File: src/rtl/instruction_sequencer.sv
`default_nettype none
// ============================================================================
// Module      : instruction_sequencer
// Description : Multi-cycle fetch/decode/execute controller; owns PC and IR
//               and drives the 16-bit datapath select and enable lines.
// Revision    : 1.0 - initial release
// ============================================================================
module instruction_sequencer #(
  parameter logic [15:0] RESET_PC   = 16'h0000,
  parameter logic [3:0]  HALT_OPEXT = 4'hF
) (
  input  logic        clock,
  input  logic        reset,
  input  logic        run,
  input  logic        bootLoad,
  input  logic [15:0] bootPc,
  input  logic [15:0] ramReadData,
  input  logic [15:0] aluOutput,
  output logic [15:0] instruction,
  output logic [15:0] programCounter,
  output logic        blockRamReadEnable,
  output logic        blockRamWriteEnable,
  output logic        registerFileWriteEnable,
  output logic [1:0]  integerTypeSelectionLine,
  output logic        reg2OrImmediateSelectionLine,
  output logic        pcOrRegisterSelectionLine,
  output logic        addressFromRegOrDecoderSelectionLine,
  output logic        writeBackToRegRamOrALUSelectionLine,
  output logic        pcOrAluOutputRamReadSelectionLine,
  output logic [3:0]  registerWriteAddress,
  output logic        halted,
  output logic        busy
);

  typedef enum logic [2:0] {
    S_IDLE    = 3'd0,
    S_FETCH   = 3'd1,
    S_DECODE  = 3'd2,
    S_EXEC    = 3'd3,
    S_LOAD_WB = 3'd4,
    S_HALTED  = 3'd5
  } state_t;

  typedef enum logic [3:0] {
    C_RTYPE  = 4'd0,
    C_IMM_ZX = 4'd1,
    C_IMM_SX = 4'd2,
    C_LOAD   = 4'd3,
    C_STOR   = 4'd4,
    C_JUMP   = 4'd5,
    C_HALT   = 4'd6,
    C_BR     = 4'd7,
    C_NOP    = 4'd8
  } class_t;

  state_t      r_state;
  state_t      w_state_next;
  logic [15:0] r_pc;
  logic [15:0] r_ir;
  logic [15:0] w_pc_next;
  logic [15:0] w_pc_inc;
  logic        w_ir_load;
  class_t      w_class;

  assign w_pc_inc = r_pc + 16'd1;

  always_comb begin
    w_class = C_NOP;
    case (r_ir[15:12])
      4'b0000:                         w_class = C_RTYPE;
      4'b0001, 4'b0010, 4'b0011:       w_class = C_IMM_ZX;
      4'b0101, 4'b1001, 4'b1011,
      4'b1101, 4'b1111:                w_class = C_IMM_SX;
      4'b1100:                         w_class = C_BR;
      4'b0100: begin
        if      (r_ir[7:4] == 4'b0000)    w_class = C_LOAD;
        else if (r_ir[7:4] == 4'b0100)    w_class = C_STOR;
        else if (r_ir[7:4] == 4'b1100)    w_class = C_JUMP;
        else if (r_ir[7:4] == HALT_OPEXT) w_class = C_HALT;
        else                              w_class = C_NOP;
      end
      default:                         w_class = C_NOP;
    endcase
  end

  always_comb begin
    w_state_next                         = r_state;
    w_pc_next                            = r_pc;
    w_ir_load                            = 1'b0;
    blockRamReadEnable                   = 1'b0;
    blockRamWriteEnable                  = 1'b0;
    registerFileWriteEnable              = 1'b0;
    integerTypeSelectionLine             = 2'd0;
    reg2OrImmediateSelectionLine         = 1'b0;
    pcOrRegisterSelectionLine            = 1'b0;
    addressFromRegOrDecoderSelectionLine = 1'b0;
    writeBackToRegRamOrALUSelectionLine  = 1'b0;
    pcOrAluOutputRamReadSelectionLine    = 1'b0;
    halted                               = 1'b0;
    busy                                 = 1'b0;

    case (r_state)
      S_IDLE: begin
        if (bootLoad) begin
          w_pc_next = bootPc;
        end else if (run) begin
          w_state_next = S_FETCH;
        end
      end
      S_FETCH: begin
        busy                              = 1'b1;
        blockRamReadEnable                = 1'b1;
        pcOrAluOutputRamReadSelectionLine = 1'b1;
        w_state_next                      = S_DECODE;
      end
      S_DECODE: begin
        busy         = 1'b1;
        w_ir_load    = 1'b1;
        w_state_next = S_EXEC;
      end
      S_EXEC: begin
        busy         = 1'b1;
        w_state_next = run ? S_FETCH : S_IDLE;
        w_pc_next    = w_pc_inc;
        case (w_class)
          C_RTYPE, C_IMM_ZX, C_IMM_SX: begin
            registerFileWriteEnable             = 1'b1;
            pcOrRegisterSelectionLine           = 1'b1;
            writeBackToRegRamOrALUSelectionLine = 1'b1;
            if (w_class != C_RTYPE) begin
              reg2OrImmediateSelectionLine = 1'b1;
              integerTypeSelectionLine     = (w_class == C_IMM_ZX) ? 2'd2 : 2'd1;
            end
          end
          C_LOAD: begin
            // PC advances in LOAD_WB so the write-back is tied to this instruction
            blockRamReadEnable           = 1'b1;
            pcOrRegisterSelectionLine    = 1'b1;
            reg2OrImmediateSelectionLine = 1'b1;
            integerTypeSelectionLine     = 2'd3;
            w_pc_next                    = r_pc;
            w_state_next                 = S_LOAD_WB;
          end
          C_STOR: begin
            blockRamWriteEnable          = 1'b1;
            pcOrRegisterSelectionLine    = 1'b1;
            reg2OrImmediateSelectionLine = 1'b1;
            integerTypeSelectionLine     = 2'd3;
          end
          C_BR: begin
            reg2OrImmediateSelectionLine = 1'b1;
            integerTypeSelectionLine     = 2'd1;
            w_pc_next                    = aluOutput;
          end
          C_JUMP: begin
            pcOrRegisterSelectionLine    = 1'b1;
            reg2OrImmediateSelectionLine = 1'b1;
            integerTypeSelectionLine     = 2'd3;
            w_pc_next                    = aluOutput;
          end
          C_HALT: begin
            w_pc_next    = r_pc;
            w_state_next = S_HALTED;
          end
          default: ;
        endcase
      end
      S_LOAD_WB: begin
        busy                    = 1'b1;
        registerFileWriteEnable = 1'b1;
        w_pc_next               = w_pc_inc;
        w_state_next            = run ? S_FETCH : S_IDLE;
      end
      S_HALTED: begin
        halted = 1'b1;
        if (!run) w_state_next = S_IDLE;
      end
      default: w_state_next = S_IDLE;
    endcase
  end

  always_ff @(posedge clock or negedge reset) begin
    if (!reset) begin
      r_state <= S_IDLE;
      r_pc    <= RESET_PC;
      r_ir    <= 16'h0000;
    end else begin
      r_state <= w_state_next;
      r_pc    <= w_pc_next;
      if (w_ir_load) r_ir <= ramReadData;
    end
  end

  assign instruction          = r_ir;
  assign programCounter       = r_pc;
  assign registerWriteAddress = r_ir[11:8];

endmodule
`default_nettype wire

File: config.mk
export PLATFORM = sky130hd
export DESIGN_NAME = instruction_sequencer
export DESIGN_NICKNAME = d
export VERILOG_FILES = /design/src/rtl/instruction_sequencer.sv
export SDC_FILE = /design/constraint.sdc
export NUM_CORES = 1
export LEC_CHECK = 0
export ABC_CLOCK_PERIOD_IN_PS = 2900
export CORE_UTILIZATION = 43
export DETAILED_ROUTE_END_ITERATION = 7
export PLACE_DENSITY = 0.81
export REMOVE_ABC_BUFFERS = 1
export SLEW_MARGIN = 25
export SYNTH_ARGS = -nofsm -noshare
export SYNTH_HDL_FRONTEND = slang
export SYNTH_SLANG_ARGS = --single-unit
export TNS_END_PERCENT = 50
File: constraint.sdc
create_clock -name clock -period 2.9 [get_ports clock]
set_input_delay 0.87 -clock clock [delete_from_list [all_inputs] [get_ports clock]]
set_output_delay 0.87 -clock clock [all_outputs]
set_load 0.02 [all_outputs]
==> impl_metrics.csv <==
group,metric,value,unit
status,status,"finished clean",
sta,worst_pin_slew,0.8634,ns
final_layout,finalNetCount,416,
power,clock_power_share,8.9,%
final_layout,drive_above_1_share,23.63,%
clocking,cts_buffers,5,
sta,report.final.slew_viol_count,0,
routing,antenna_left,0,
routing,drt_pass1_iterations,5,
run,drv_cap,0,
floorplanning,io-pin-count,100,
synthesis,yosysTopAreaCell,"dfrtp_1",
sta,setup_violations,0,
clocking,clk_pin_slew,0.08,ns
global_routing,grt_pass1_vias,2227,
final_layout,fillers,430,
worst_setup_path,critPathRequiredTime,2.03,ns
sta,slew_headroom,42.23,%
sta,hold_viol,0,
global_routing,grt_max_degree,36,
floorplanning,start_util,45.01,%
synthesis,netlist.area_leader.share,37.86,%
routing,drc_errors,0,
power,p_sw_share,44.78,%
power,combinationalPowerShare,66.4,%
clocking,cts_buffer_depth,2,
clocking,cts_tree,"built",
placed_design,place_ws,-0.2032,ns
sta,finalWorstSetupSlack,0.01857,ns
sta,finClkSkew,0.007144,ns
worst_setup_path,critical_path_class,"reg2out",
worst_setup_path,crit_path_end_kind,"output pin",
placed_design,dp_hpwl,5.172,mm
floorplanning,rows,26,
sta,rsz0062_at_grt,"true",
routing,drtIter0Drc,179,
floorplanning,die_w,75.35,microns
routing,post_drt_wl_per_cell,16.15,microns
sta,finalSetupTns,0,ns
global_routing,grt_overflow_total,0,
synthesis,synth_area_leaders,"dfrtp_1 (38%), mux2_2 (7.8%), nor2_1 (3.9%)",
sta,min_period,2.881,ns
global_routing,grt_usage,24.96,%
synthesis,synth_edf_count,0,
routing,drt_wl_total,7.007,mm
placed_design,finalWeightedCongestion,0.8753,
power,powerDensity,1158,mW/mm^2
routing,num_vias,2517,
clocking,clock_latency,0.29,ns
final_layout,diodes,0,
clocking,clock-root-buffer,"clkbuf_8",
synthesis,avgSynthCellArea,9.366,sq um
power,p_leak,1.470,nW
floorplanning,fp.dieH,75.35,microns
min_path,worst_hold_path_type,"reg2reg",
synthesis,ys_types,59,
power,intPower,0.002307,W
clocking,ctsHoldBuffers,0,
floorplanning,core-area,0.005140,sq mm
clocking,cts-htree-levels,2,
global_routing,antenna_found_initial,0,
power,max-vdd-ir-drop,657.7,uV
routing,vias_per_cell,5.800,
synthesis,ys_seq_elements,35,
synthesis,synth_area,0.002313,sq mm
global_routing,grt_pass1_wl,10.58,mm
power,seqPwrFrac,24.7,%
worst_setup_path,start_kind,"flip-flop",
worst_setup_path,cp_data_arrival_time,2.01,ns
clocking,clock_sinks,35,
synthesis,synthCells,247,
final_layout,area_delta_synth_final,55.98,%
floorplanning,dieArea,0.005678,sq mm
worst_setup_path,crit_path_max_fanout,3,
sta,fin_crit_sh,99.36,%
synthesis,synth-async-reset-ratio,100.0,%
placed_design,io_buffer_count,98,
sta,fmax,347.1,MHz
synthesis,yosys_warnings,0,
synthesis,synth-main-ff-cell,"dfrtp_1",
synthesis,yosysSeqAreaShare,37.86,%
power,p_switching,0.001870,W
layer usage:
metal | vias to the layer above | track usage (%) | part of all wire [%]
li1 | 1181 | - | -
met2 | 99 | 40.97 | 49
met5 | - | 0 | 0
met1 | 1220 | 33.53 | 44
met4 | 0 | 8.025 | 1.8
met3 | 17 | 4.630 | 5.2
stage by stage:
| stage | instances | instance area, sq um | util (%) | hold slack (ns) | total power, W |
|---|---|---|---|---|---|
| finish | 434 | 3608 | 70.20 | 0.5137 | 0.004177 |
| global route | 434 | 3608 | 70.20 | 0.5317 | 0.004449 |
| CTS | 433 | 3596 | 69.96 | 0.5180 | 0.004150 |
| detailed placement | 424 | 3480 | 67.70 | 0.4951 | 0.003726 |
| global placement | 424 | 3480 | 67.70 | 0.4910 | 0.003653 |
| floorplan | 229 | 2213 | - | 0.5744 | 0.002447 |
logic make-up (layout without fill, tap and decap cells):
logic type | after synthesis | after routing | share of synthesized area, %
compound gates | 82 | 82 | 27.53
xor+xnor | 3 | 3 | 1.136
buf+inv | 23 | 140 | 5.138
other cells | 1 | 1 | 0.1621
simple gates | 86 | 86 | 19.85
fa+ha+maj | 1 | 1 | 0.5407
mux | 16 | 16 | 7.788
flops | 35 | 35 | 37.86
cell usage after synthesis, types with 4 or more instances:
cell type	number
clkbuf_1	8
and3_1	5
inv_1	5
mux2_2	16
a22oi_1	6
nor3_1	6
a221o_1	4
a22o_2	5
o21ai_0	13
o41ai_1	4
nor2_1	24
a21o_1	4
nand2_1	15
a22o_1	5
a21oi_1	11
dfrtp_1	35
buf_4	6
nand3_1	8
flip-flops by register name, summed over array words and instances (netlist names):
| signal | count |
|---|---|
| instruction | 16 |
| programCounter | 16 |
| r_state | 3 |
power by group through the flow:
stage                     Sequential [W]  Combinational, W  Clock (W)
after floorplan                  0.00134           0.00110          0
after global placement           0.00102           0.00264          0
after detailed placement         0.00103           0.00269          0
after CTS                        0.00103           0.00274   0.000380
after global routing             0.00107           0.00298   0.000398
final                            0.00103           0.00277   0.000370
worst max-delay path, cell delays in order (launching register included):
cell and delay (ns):
dfrtp_1 0.39, or4_4 0.56, a32o_2 0.29, nor2_2 0.11, nor2_1 0.06, nor3_1 0.12, buf_2 0.19
path summary, 6_finish.rpt:
kind / startpoint / endpoint / slack [ns] / cells after the start
max reg2reg: instruction[7] / programCounter[4] / 0.38 / 6
max: instruction[7] / integerTypeSelectionLine[0] / 0.02 / 6
min: instruction[1] / instruction[1] / 0.51 / 1
min reg2reg: instruction[1] / instruction[1] / 0.51 / 1
min in group asynchronous: reset / programCounter[15] / 0.67 / 1
max in group asynchronous: reset / r_state[1] / 1.67 / 1
cell usage in the layout, fill, tap and decap left out, types with 4 or more instances in the layout:
master / synthesis / layout
o21ai_0: 13 / 13
nor3_1: 6 / 5
a22o_2: 5 / 5
a22o_1: 5 / 5
mux2_2: 16 / 16
a21o_1: 4 / 4
buf_4: 6 / 32
a21oi_1: 11 / 10
clkbuf_8: 0 / 5
and3_1: 5 / 5
inv_1: 5 / 5
clkdlybuf4s50_1: 0 / 89
dfrtp_1: 35 / 34
buf_2: 2 / 5
nand2_1: 15 / 15
a221o_1: 4 / 4
a22oi_1: 6 / 6
nand3_1: 8 / 8
nor2_1: 24 / 23
layout make-up:
cell class | count | area, sq um | area share, %
clock inverters | 3 | 23.77 | 0.6588
inverters | 5 | 18.77 | 0.5201
flip-flops and latches | 35 | 877.1 | 24.31
clock buffers | 5 | 68.82 | 1.907
repair buffers | 127 | 1161 | 32.18
well taps | 70 | 87.58 | 2.427
multi-input cells | 189 | 1371 | 38.00
timing repair:
item / in CTS / in global routing
endpoints found under the setup margin: 9 / 9
pin swaps: 8 / 5
setup buffers: 1 / 1
gates resized for setup: 40 / 7
(Power assumes the default switching activity.)
==> patch (config.mk and constraints unchanged) <==
Encoding of `state_t`: now Gray code (3 bits for 6 states).
--- a/src/rtl/instruction_sequencer.sv
+++ b/src/rtl/instruction_sequencer.sv
@@ -33,12 +33,12 @@
 );
 
   typedef enum logic [2:0] {
-    S_IDLE    = 3'd0,
-    S_FETCH   = 3'd1,
-    S_DECODE  = 3'd2,
-    S_EXEC    = 3'd3,
-    S_LOAD_WB = 3'd4,
-    S_HALTED  = 3'd5
+    S_IDLE    = 3'b000,
+    S_FETCH   = 3'b001,
+    S_DECODE  = 3'b011,
+    S_EXEC    = 3'b010,
+    S_LOAD_WB = 3'b110,
+    S_HALTED  = 3'b111
   } state_t;
 
   typedef enum logic [3:0] {
Function: no difference found for any inputs over 10 cycles, from zero or initial values and one cycle with reset low; not proved beyond that.
==> patch against the unedited design <==
- critical path depth down 1
- count of clock-buffer cells in the layout increased by 3
- sequential cell count did not move
- global-route usage increased by 0.81 points
- wire length shrank 3.0%
- total power grew 0.37%
- design area decreased by 2.1%
- first-iteration DRC count fell by 40%
- area after synthesis fell by 3.4%
- the run now ends with negative setup slack left
- critical path type unchanged
- setup slack worse by 0.031 ns
- die area shrank 3.3%
- highest routed layer unchanged
- via count is 5.1% lower
- critical endpoint is now reg2OrImmediateSelectionLine
==> patch: results (changes against the unedited design) <==
\begin{tabular}{lr}
\hline
Metric & Value \\
\hline
\multicolumn{2}{l}{\textbf{Drt}} \\
Met2 routed WL & 3543 um (+2.5\%) \\
Metal-1 WL & 2907 um (-5.0\%) \\
Post-detailed-routing wire length & 6799 um (-3.0\%) \\
DR pass1 iterations & 4 (-1) \\
\multicolumn{2}{l}{\textbf{Timing}} \\
Final worst-path setup slack & -0.01233 ns (-0.03090 ns) \\
Number of setup violations in the final report & 2 (+2) \\
Post-route clock skew & 0.007530 ns (+0.0003861 ns) \\
Final sum of negative setup slack & -0.01856 ns (-0.01856 ns) \\
Relative max-transition margin & 0.4571 (+0.03476) \\
\multicolumn{2}{l}{\textbf{Global routing}} \\
Global-route wire length before repair & 10700 um (+1.0\%) \\
Via count of the first global-routing pass & 2283 (+2.5\%) \\
Met2 routing resource usage after global routing & 0.4495 (+0.03977) \\
Global-route total usage across every layer & 0.2576 (+0.008069) \\
\multicolumn{2}{l}{\textbf{Logic synthesis}} \\
Average instance area after synthesis & 9.239 um\^{}2 (-1.4\%) \\
Most frequent cells after synthesis & 35 x sky130\_fd\_sc\_hd\_\_dfrtp\_1, 16 x sky130\_fd\_sc\_hd\_\_mux2\_2, 16 x sky130\_fd\_sc\_hd\_\_nand2\_1 \\
Top cells by area, synth & sky130\_fd\_sc\_hd\_\_dfrtp\_1 39\%, sky130\_fd\_sc\_hd\_\_mux2\_2 8.1\%, sky130\_fd\_sc\_hd\_\_a22o\_1 4.3\% \\
\multicolumn{2}{l}{\textbf{Worst setup path}} \\
Worst-case register-to-register setup slack & 0.54 ns (+0.16 ns) \\
FF-to-FF End & programCounter[13] \\
Peak per-stage delay on the critical path & 0.47 ns (-0.09 ns) \\
Termination of the worst setup path & reg2OrImmediateSelectionLine \\
Cell count of the worst reg-to-reg path & 7 (+1) \\
Worst endpoint data arrival time & 2.04 ns (+0.03 ns) \\
\multicolumn{2}{l}{\textbf{Placement}} \\
Final GP Congestion & 0.8176 (-6.6\%) \\
Detailed-placement wirelength estimate & 4988 um (-3.6\%) \\
\multicolumn{2}{l}{\textbf{Power and ir drop}} \\
Reported leakage power & 0.001438 uW (-2.2\%) \\
\multicolumn{2}{l}{\textbf{Run status}} \\
Failing checks & negative setup slack \\
Result of the run & complete, but fails checks \\
\multicolumn{2}{l}{\textbf{Hold path}} \\
Start point of the worst min-delay path & instruction[3] \\
Worst hold endpoint & instruction[3] \\
\hline
\end{tabular}
patch: cell types whose count changed after synthesis, sizes merged, moves of 4 or more:
cell,before,now
a22oi,6,10
or3,1,5
o21ai,14,22
a221o,5,0
nor2,24,13
patch: kinds of logic (layout without fill, tap and decap cells):
group                      Yosys count  after routing  share of synthesized area
AOI/OAI and AO/OA                   81             81                     0.2518
and+or+nand+nor                     76             76                     0.1813
DFF                                 35             35                     0.3917
buffers and inverters               26            140                    0.06099
muxes                               20             20                    0.09905
xor gates and xnor gates             2              2                   0.007836
adders and majority gates            1              1                   0.005595
other                                1              1                   0.001677
patch: final cells by class:
| class | instances | area, um^2 | area share |
|---|---|---|---|
| multi-input combinational | 181 | 1271 | 0.3599 |
| tap | 67 | 83.83 | 0.02373 |
| sequential | 35 | 875.8 | 0.2480 |
| clock buffer | 8 | 100.1 | 0.02834 |
| inverter | 7 | 26.28 | 0.007439 |
| timing repair buffer | 125 | 1175 | 0.3326 |
